File: src/rtl/gauss_frame_ctrl.sv
// gauss_frame_ctrl: frame sequencer for the 5x5 Gaussian line-buffer datapath.
// Accepts the pixel stream, drives shift enable, line-buffer address and
// zero-pad select, flushes the window after the last pixel, and tags each
// output beat (valid/SOF/EOL/last/border) in step with the datapath pipeline.
module gauss_frame_ctrl #(
  parameter int unsigned IMG_W    = 1024,
  parameter int unsigned IMG_H    = 1024,
  parameter int unsigned PIPE_LAT = 2
) (
  input  logic                     clk,
  input  logic                     rst_n,
  input  logic                     s_valid,
  input  logic                     s_last,
  output logic                     s_ready,
  input  logic                     m_ready,
  output logic                     m_valid,
  output logic                     m_user,
  output logic                     m_eol,
  output logic                     m_last,
  output logic                     m_border,
  output logic                     pipe_en,
  output logic                     pad_sel,
  output logic [$clog2(IMG_W)-1:0] lb_addr,
  output logic                     frame_done,
  output logic                     frame_err
);

  localparam int unsigned N  = IMG_W * IMG_H;
  localparam int unsigned P  = 2 * IMG_W + 2;
  localparam int unsigned T  = N + P + PIPE_LAT;
  localparam int unsigned AW = $clog2(IMG_W);
  localparam int unsigned RW = $clog2(IMG_H);
  localparam int unsigned CW = $clog2(T);

  localparam logic [CW-1:0] N_LAST   = CW'(N - 1);
  localparam logic [CW-1:0] P_C      = CW'(P);
  localparam logic [CW-1:0] NP_C     = CW'(N + P);
  localparam logic [CW-1:0] T_LAST   = CW'(T - 1);
  localparam logic [AW-1:0] COL_LAST = AW'(IMG_W - 1);
  localparam logic [RW-1:0] ROW_LAST = RW'(IMG_H - 1);

  typedef enum logic {RUN, FLUSH} state_t;

  typedef struct packed {
    logic valid;
    logic user;
    logic eol;
    logic last;
    logic border;
  } tag_t;

  state_t          state;
  logic [CW-1:0]   adv_cnt;
  logic [CW-1:0]   in_cnt;
  logic [RW-1:0]   c_row;
  logic [AW-1:0]   c_col;
  logic            live;
  logic            adv_ok;
  tag_t            new_tag;
  tag_t            pipe_q [PIPE_LAT];

  assign adv_ok  = !m_valid || m_ready;
  assign pad_sel = (state == FLUSH);

  assign m_valid  = pipe_q[PIPE_LAT-1].valid;
  assign m_user   = pipe_q[PIPE_LAT-1].user;
  assign m_eol    = pipe_q[PIPE_LAT-1].eol;
  assign m_last   = pipe_q[PIPE_LAT-1].last;
  assign m_border = pipe_q[PIPE_LAT-1].border;

  // Handshake and advance enable; live keeps the input closed while in reset.
  always_comb begin
    s_ready = 1'b0;
    pipe_en = 1'b0;
    if (live) begin
      if (state == RUN) begin
        s_ready = adv_ok;
        pipe_en = s_valid && adv_ok;
      end else begin
        pipe_en = adv_ok;
      end
    end
  end

  // Tag for the window center produced by the current advance.
  always_comb begin
    new_tag = '0;
    if (adv_cnt >= P_C && adv_cnt < NP_C) begin
      new_tag.valid  = 1'b1;
      new_tag.user   = (c_row == '0) && (c_col == '0);
      new_tag.eol    = (c_col == COL_LAST);
      new_tag.last   = (c_row == ROW_LAST) && (c_col == COL_LAST);
      new_tag.border = (c_row < RW'(2)) || (c_row >= RW'(IMG_H - 2)) ||
                       (c_col < AW'(2)) || (c_col >= AW'(IMG_W - 2));
    end
  end

  // Frame FSM, counters, line-buffer address and tag pipeline.
  always_ff @(posedge clk or negedge rst_n) begin
    if (!rst_n) begin
      state      <= RUN;
      adv_cnt    <= '0;
      in_cnt     <= '0;
      c_row      <= '0;
      c_col      <= '0;
      lb_addr    <= '0;
      live       <= 1'b0;
      frame_done <= 1'b0;
      frame_err  <= 1'b0;
      for (int unsigned i = 0; i < PIPE_LAT; i++) pipe_q[i] <= '0;
    end else begin
      live       <= 1'b1;
      frame_done <= m_valid && m_ready && m_last;

      if (pipe_en) begin
        pipe_q[0] <= new_tag;
        for (int unsigned i = 1; i < PIPE_LAT; i++) pipe_q[i] <= pipe_q[i-1];

        if (state == FLUSH && adv_cnt == T_LAST) begin
          state   <= RUN;
          adv_cnt <= '0;
          in_cnt  <= '0;
          c_row   <= '0;
          c_col   <= '0;
          lb_addr <= '0;
        end else begin
          adv_cnt <= adv_cnt + 1'b1;
          lb_addr <= (lb_addr == COL_LAST) ? '0 : lb_addr + 1'b1;
          if (new_tag.valid) begin
            if (c_col == COL_LAST) begin
              c_col <= '0;
              c_row <= (c_row == ROW_LAST) ? '0 : c_row + 1'b1;
            end else begin
              c_col <= c_col + 1'b1;
            end
          end
        end
      end

      // Either the count reaching N or an s_last ends the input phase;
      // they must coincide, otherwise the frame is flagged.
      if (state == RUN && s_valid && s_ready) begin
        in_cnt <= in_cnt + 1'b1;
        if (in_cnt == N_LAST || s_last) begin
          state <= FLUSH;
          if ((in_cnt == N_LAST) != s_last) frame_err <= 1'b1;
        end
      end
    end
  end

endmodule

File: config.mk
export PLATFORM = sky130hd
export DESIGN_NAME = gauss_frame_ctrl
export DESIGN_NICKNAME = d
export VERILOG_FILES = /design/src/rtl/gauss_frame_ctrl.sv
export SDC_FILE = /design/constraint.sdc
export NUM_CORES = 1
export LEC_CHECK = 0
export CAP_MARGIN = 30
export CORE_UTILIZATION = 65
export DETAILED_ROUTE_END_ITERATION = 16
export GPL_TIMING_DRIVEN = 0
export PLACE_DENSITY = 0.86
export SLEW_MARGIN = 5
export SYNTH_ARGS = -nofsm -noshare
export SYNTH_HDL_FRONTEND = slang
export SYNTH_SLANG_ARGS = --single-unit
File: constraint.sdc
create_clock -name clk -period 3.93 [get_ports clk]
set_clock_uncertainty 0.15 [all_clocks]
set_input_delay 0.786 -clock clk [delete_from_list [all_inputs] [get_ports clk]]
set_output_delay 0.786 -clock clk [all_outputs]
set_load 0.03 [all_outputs]
After elaboration in Yosys (flattened, before gate mapping)
Cells that the tools add are included.
Word-level totals
  register bits: 86
  bits of input ports: 5
  logic and storage cells: 84
Cells by class
  add/subtract/negate cells: 5
  order comparisons: 6
  equal/unequal tests: 6
  muxes and demuxes: 22
  bitwise logic cells: 1
  reduce and logical (&&, ||, !) cells: 25
Operator list (count)
  $mux 10: 9
  $mux 21: 4
  $add 21x1->21 const B: 2
  $add 10x1->10 const B: 3
  $eq 10x10->1 const B: 3
  $eq 21x20->1 const B: 1
  $eq 21x21->1 const B: 1
  $ge 21x12->1 const B: 1
  $lt 21x21->1 const B: 1
  $ge 10x10->1 const B: 2
  $logic_not 10->1: 2
  $lt 10x2->1 const B: 2
  $logic_and 1x1->1: 9
  $mux 1: 8
  $reduce_bool 2->1: 4
  $reduce_and 3->1: 2
  $logic_or 1x1->1: 5
  $mux 5: 1
  $reduce_and 2->1: 2
  $logic_not 1->1: 1
  $ne 1x1->1: 1
  $not 1->1: 1

Logic depth before layout (Yosys ltp)
  depth after elaboration: 8
  mapped depth: 9

Least setup slack after synthesis
No wires, ideal clock.
  path kind: input-to-output
  start point: input port s_valid
  end point: output port pipe_en
  arrival time: 1789 ps
  data required time: 2994 ps
  slack: 1205 ps
  cell stages on the path: 4
  path through: o221ai_1 > inv_1 > clkbuf_1 > buf_1
Between the ends
  longest elaborated chain between the ends: 3
Ends and longest elaborated chain
  from (decl): RTL line 12  | input logic s_valid,
  $logic_and 1x1->1: RTL line 78  | pipe_en = s_valid && adv_ok;
  $mux 1: RTL line 76  | if (state == RUN) begin
  $mux 1: RTL line 75  | if (live) begin
  to (decl): RTL line 21  | output logic pipe_en,
Every way passes these cells.

Worst setup path in the final report
  start point: input port m_ready
  end point: output port pipe_en
Between the ends
  longest elaborated chain between the ends: 4
Ends and longest elaborated chain
  from (decl): RTL line 15  | input logic m_ready,
  $logic_or 1x1->1 (*): RTL line 62  | assign adv_ok = !m_valid || m_ready;
  $logic_and 1x1->1: RTL line 78
  $mux 1 (*): RTL line 76
  $mux 1 (*): RTL line 75
Every way passes the cells marked *; elsewhere a longest branch is shown, timed or not.

==> results by group <==
Clock tree
  – CTS tree: built
  – Clk_lat worst skew: ~360 ps
  – Clock transition at path regs: roughly 90 ps
  – H-tree depth: 3
  – Longest Clk Path Bufs: 2
  – Clk sinks: 86
  – Root buffer cell: clkbuf_8
  – TritonCTS Buffers: 9

Global routing
  – Global-route wire length before repair: 16.7 mm
  – Total track usage: 0.287
  – Vias in the first global route: between 3000 and 4000
  – Total gr overflow: 0
  – Pin count of the biggest net entering global routing: 50
  – Initial antenna violation count: 0

Setup path
  – Largest stage delay on the critical path: about 740 ps
  – Critical Path Sink Type: primary output
  – CP required: between 2000 and 3000 ps
  – Kind of critical path: input pin to primary output
  – Worst setup SP type: input pin
  – CP max FO: 21
  – Worst path bufs/invs: 3
  – Worst-path cell chain: clkdlybuf4s50_1, o221ai_1, inv_2, clkdlybuf4s50_1
  – Crit path max-delay family: buffers and inverters
  – Critical path arrival: 2650 ps
  – Crit-path slowest cell: clkdlybuf4s50_1
  – CP most frequent cell: clkdlybuf4s50_1

Drt
  – Via total after detailed routing: roughly 3800
  – DRC errors left: 0
  – DRT iter0 DRCs: 267
  – DRT Pass-1 Iters: 5
  – DRT antenna net count: 0
  – Aggregate routed wire length: 9.94 mm
  – WL/cell: 15.9 microns
  – DR vias/cell: between 6 and 7

Timing
  – Final min period: 3580 ps
  – Fmax: 279 MHz
  – Slew of the pin with the lowest slew margin: between 800 and 900 ps
  – Slew Viols, Final: 0
  – # setup viols final: 0
  – Relative slew slack: 0.413
  – Hold violation total from the final report: 0
  – Final WS setup: around 350 ps
  – Fin crit share: 0.911
  – RSZ-0062 raised after global routing: false

Die
  – Initial Util: 0.673
  – Core area: 0.00679 sq mm
  – Chip height: approximately 86 microns
  – Row cnt: 30
  – Die width: roughly 86 microns
  – Top-Level Pins: 25
  – Die area: 0.00738 sq mm

Yosys
  – Synth Flop Type: dfrtp_1
  – Synth area leader: dfrtp_1
  – Largest family of logic cells by synthesized area: simple AND/OR/NAND/NOR gates
  – Sequential area share after synthesis: 0.470
  – Top-count cell post-synth: dfrtp_1
  – Post-Synth Adder-Cell Area: 0.0246
  – Cell variety after synth: 52
  – Post-synthesis compound-gate area fraction: 0.118
  – Commonest cells in the netlist: dfrtp_1, nand2_1, nor2_1, nand3_1, o21ai_0
  – Share of the synthesized area in the top cell type: 0.470
  – Post-Synth XOR/XNOR Area: 0.0766
  – Post-Syn Area: 0.00458 sq mm
  – Yosys reg bits: 86
  – Synth Warn #: 0
  – Post-Syn Area per Cell: 9.32 sq um
  – Synthesized instance count: 491
  – Largest cells by area after synthesis: dfrtp_1, nand2_1, xor2_1
  – Post-Syn Nets: just over 500
  – Post-synthesis simple-gate area fraction: 0.276
  – Post-synth EDFFs: 0
  – Asr flop ratio synth: 1.00
  – Mux contribution to synthesized area: 0.00219

Hold path
  – HP Class: input pin to async pin

Layout
  – Synth-to-layout area growth: 12.0%
  – Final net count: 539
  – ANT cells: 0
  – Fill cells: around 460
  – Layout cells sized above 1: 0.0679
  – Final std cells w/o fill: 626

Status
  – Status: complete, no violations

Place
  – Placed Cells: 612
  – Global placement routability congestion: 0.848
  – Post-DP HPWL: 7.13 mm
  – PortBufs: 24
  – Pre-CTS setup slack: -310 ps

Pwr
  – Pleak: ~2.3 nW
  – Pwr dens: 359 mW/mm^2
  – VDD IR-drop max: ~190 uV

Job
  – Maxcap violations: 0
worst reg2reg max path: cells and delay by family (launching register included):
family / cells / cell delay [ps]
AOI/OAI and AO/OA: 2 / 390
buffers and inverters: 1 / 160
DFF: 1 / 430
and+or+nand+nor: 4 / 1640
per-stage QoR:
| step | utilization | power, mW | setup TNS (ps) | hold slack [ps] | cell area, sq um |
|---|---|---|---|---|---|
| floorplan | - | 1.18 | 0 | 289 | 4580 |
| global placement | 0.727 | 1.28 | -93210 | 301 | 4940 |
| detailed placement | 0.730 | 1.30 | -310 | 307 | 4960 |
| CTS | 0.755 | 1.85 | 0 | 259 | 5130 |
| global route | 0.755 | 1.92 | 0 | 286 | 5130 |
| finish | 0.755 | 1.84 | 0 | 244 | 5130 |
path summary, 6_finish.rpt:
check / from / end / slack (ps) / cells after the start
max: m_ready / pipe_en / 350 / 4
min: rst_n / adv_cnt[16]$_DFFE_PN0P_ / 240 / 1
max reg2reg: adv_cnt[15]$_DFFE_PN0P_ / c_row[3]$_DFFE_PN0P_ / 1040 / 7
min reg2reg: pipe_q[6]$_DFFE_PN0P_ / m_last$_DFFE_PN0P_ / 330 / 2
max in group asynchronous: rst_n / in_cnt[19]$_DFFE_PN0P_ / 2770 / 2
min in group clk: pipe_q[6]$_DFFE_PN0P_ / m_last$_DFFE_PN0P_ / 330 / 2
area by class of cell:
| type | instances | area (sq um) | area share |
|---|---|---|---|
| Buffer | 17 | 70.1 | 0.0137 |
| Clock buffer | 10 | 128 | 0.0249 |
| Clock inverter | 6 | 45.0 | 0.00879 |
| Inverter | 18 | 67.6 | 0.0132 |
| Multi-Input combinational cell | 368 | 2280 | 0.444 |
| Sequential cell | 86 | 2150 | 0.420 |
| Tap cell | 96 | 120 | 0.0234 |
| Timing Repair Buffer | 25 | 265 | 0.0517 |
metal layers:
layer  vias to the layer above  track usage  wire [microns]
met5                         -            0               0
met4                         0        0.111             228
met3                        22       0.0337             399
met2                       105        0.486            4790
met1                      1859        0.379            4520
li1                       1832            -               -
flip-flops by register name, indices dropped and copies added, names as in the netlist, 5 cells and up:
| signal | flops |
|---|---|
| lb_addr | 10 |
| adv_cnt | 21 |
| in_cnt | 21 |
| c_col | 10 |
| pipe_q | 5 |
| c_row | 10 |
power breakdown:
part	switching, mW	internal (mW)	leakage (nW)
combinational	0.178	0.109	1.04
sequential	0.0581	0.936	1.16
clock	0.326	0.233	0.0793
layout by cell type (no fill, tap or decap), types with 4 or more instances in the layout:
cell             netlist  final
dfrtp_1               86     86
ha_1                   9      9
nand3_1               26     26
nand2_1               65     65
o31ai_1               11     11
nor4_1                 8      8
or3_1                  4      4
clkbuf_8               0      9
nand2b_1               8      8
xor2_1                24     24
clkbuf_1              11     11
and3_1                21     21
nor3_1                14     14
a21oi_1                7      7
a22o_1                 7      7
and2_1                 5      5
nand4_1               24     24
xnor2_1               16     16
nor2_1                40     40
clkdlybuf4s50_1        0     23
nor4_2                 4      4
o41ai_1                5      5
inv_1                 18     17
nand4b_1               4      4
o21ai_0               26     26
cell families (layout without fill, tap and decap cells):
logic type      count (synthesis)  after routing
other cells                     1              1
flops                          86             86
buf+inv                        37             76
fa+ha+maj                       9              9
compound gates                 79             79
xor+xnor                       40             40
simple gates                  238            238
mux                             1              1
what timing repair did:
| item | 4_1_cts | 5_1_grt |
|---|---|---|
| setup endpoints to repair | 1 | 1 |
| buffers inserted | 0 | 0 |
| hold buffers | 0 | 0 |
| gates resized for setup | 1 | 0 |
(Power assumes the default switching activity.)
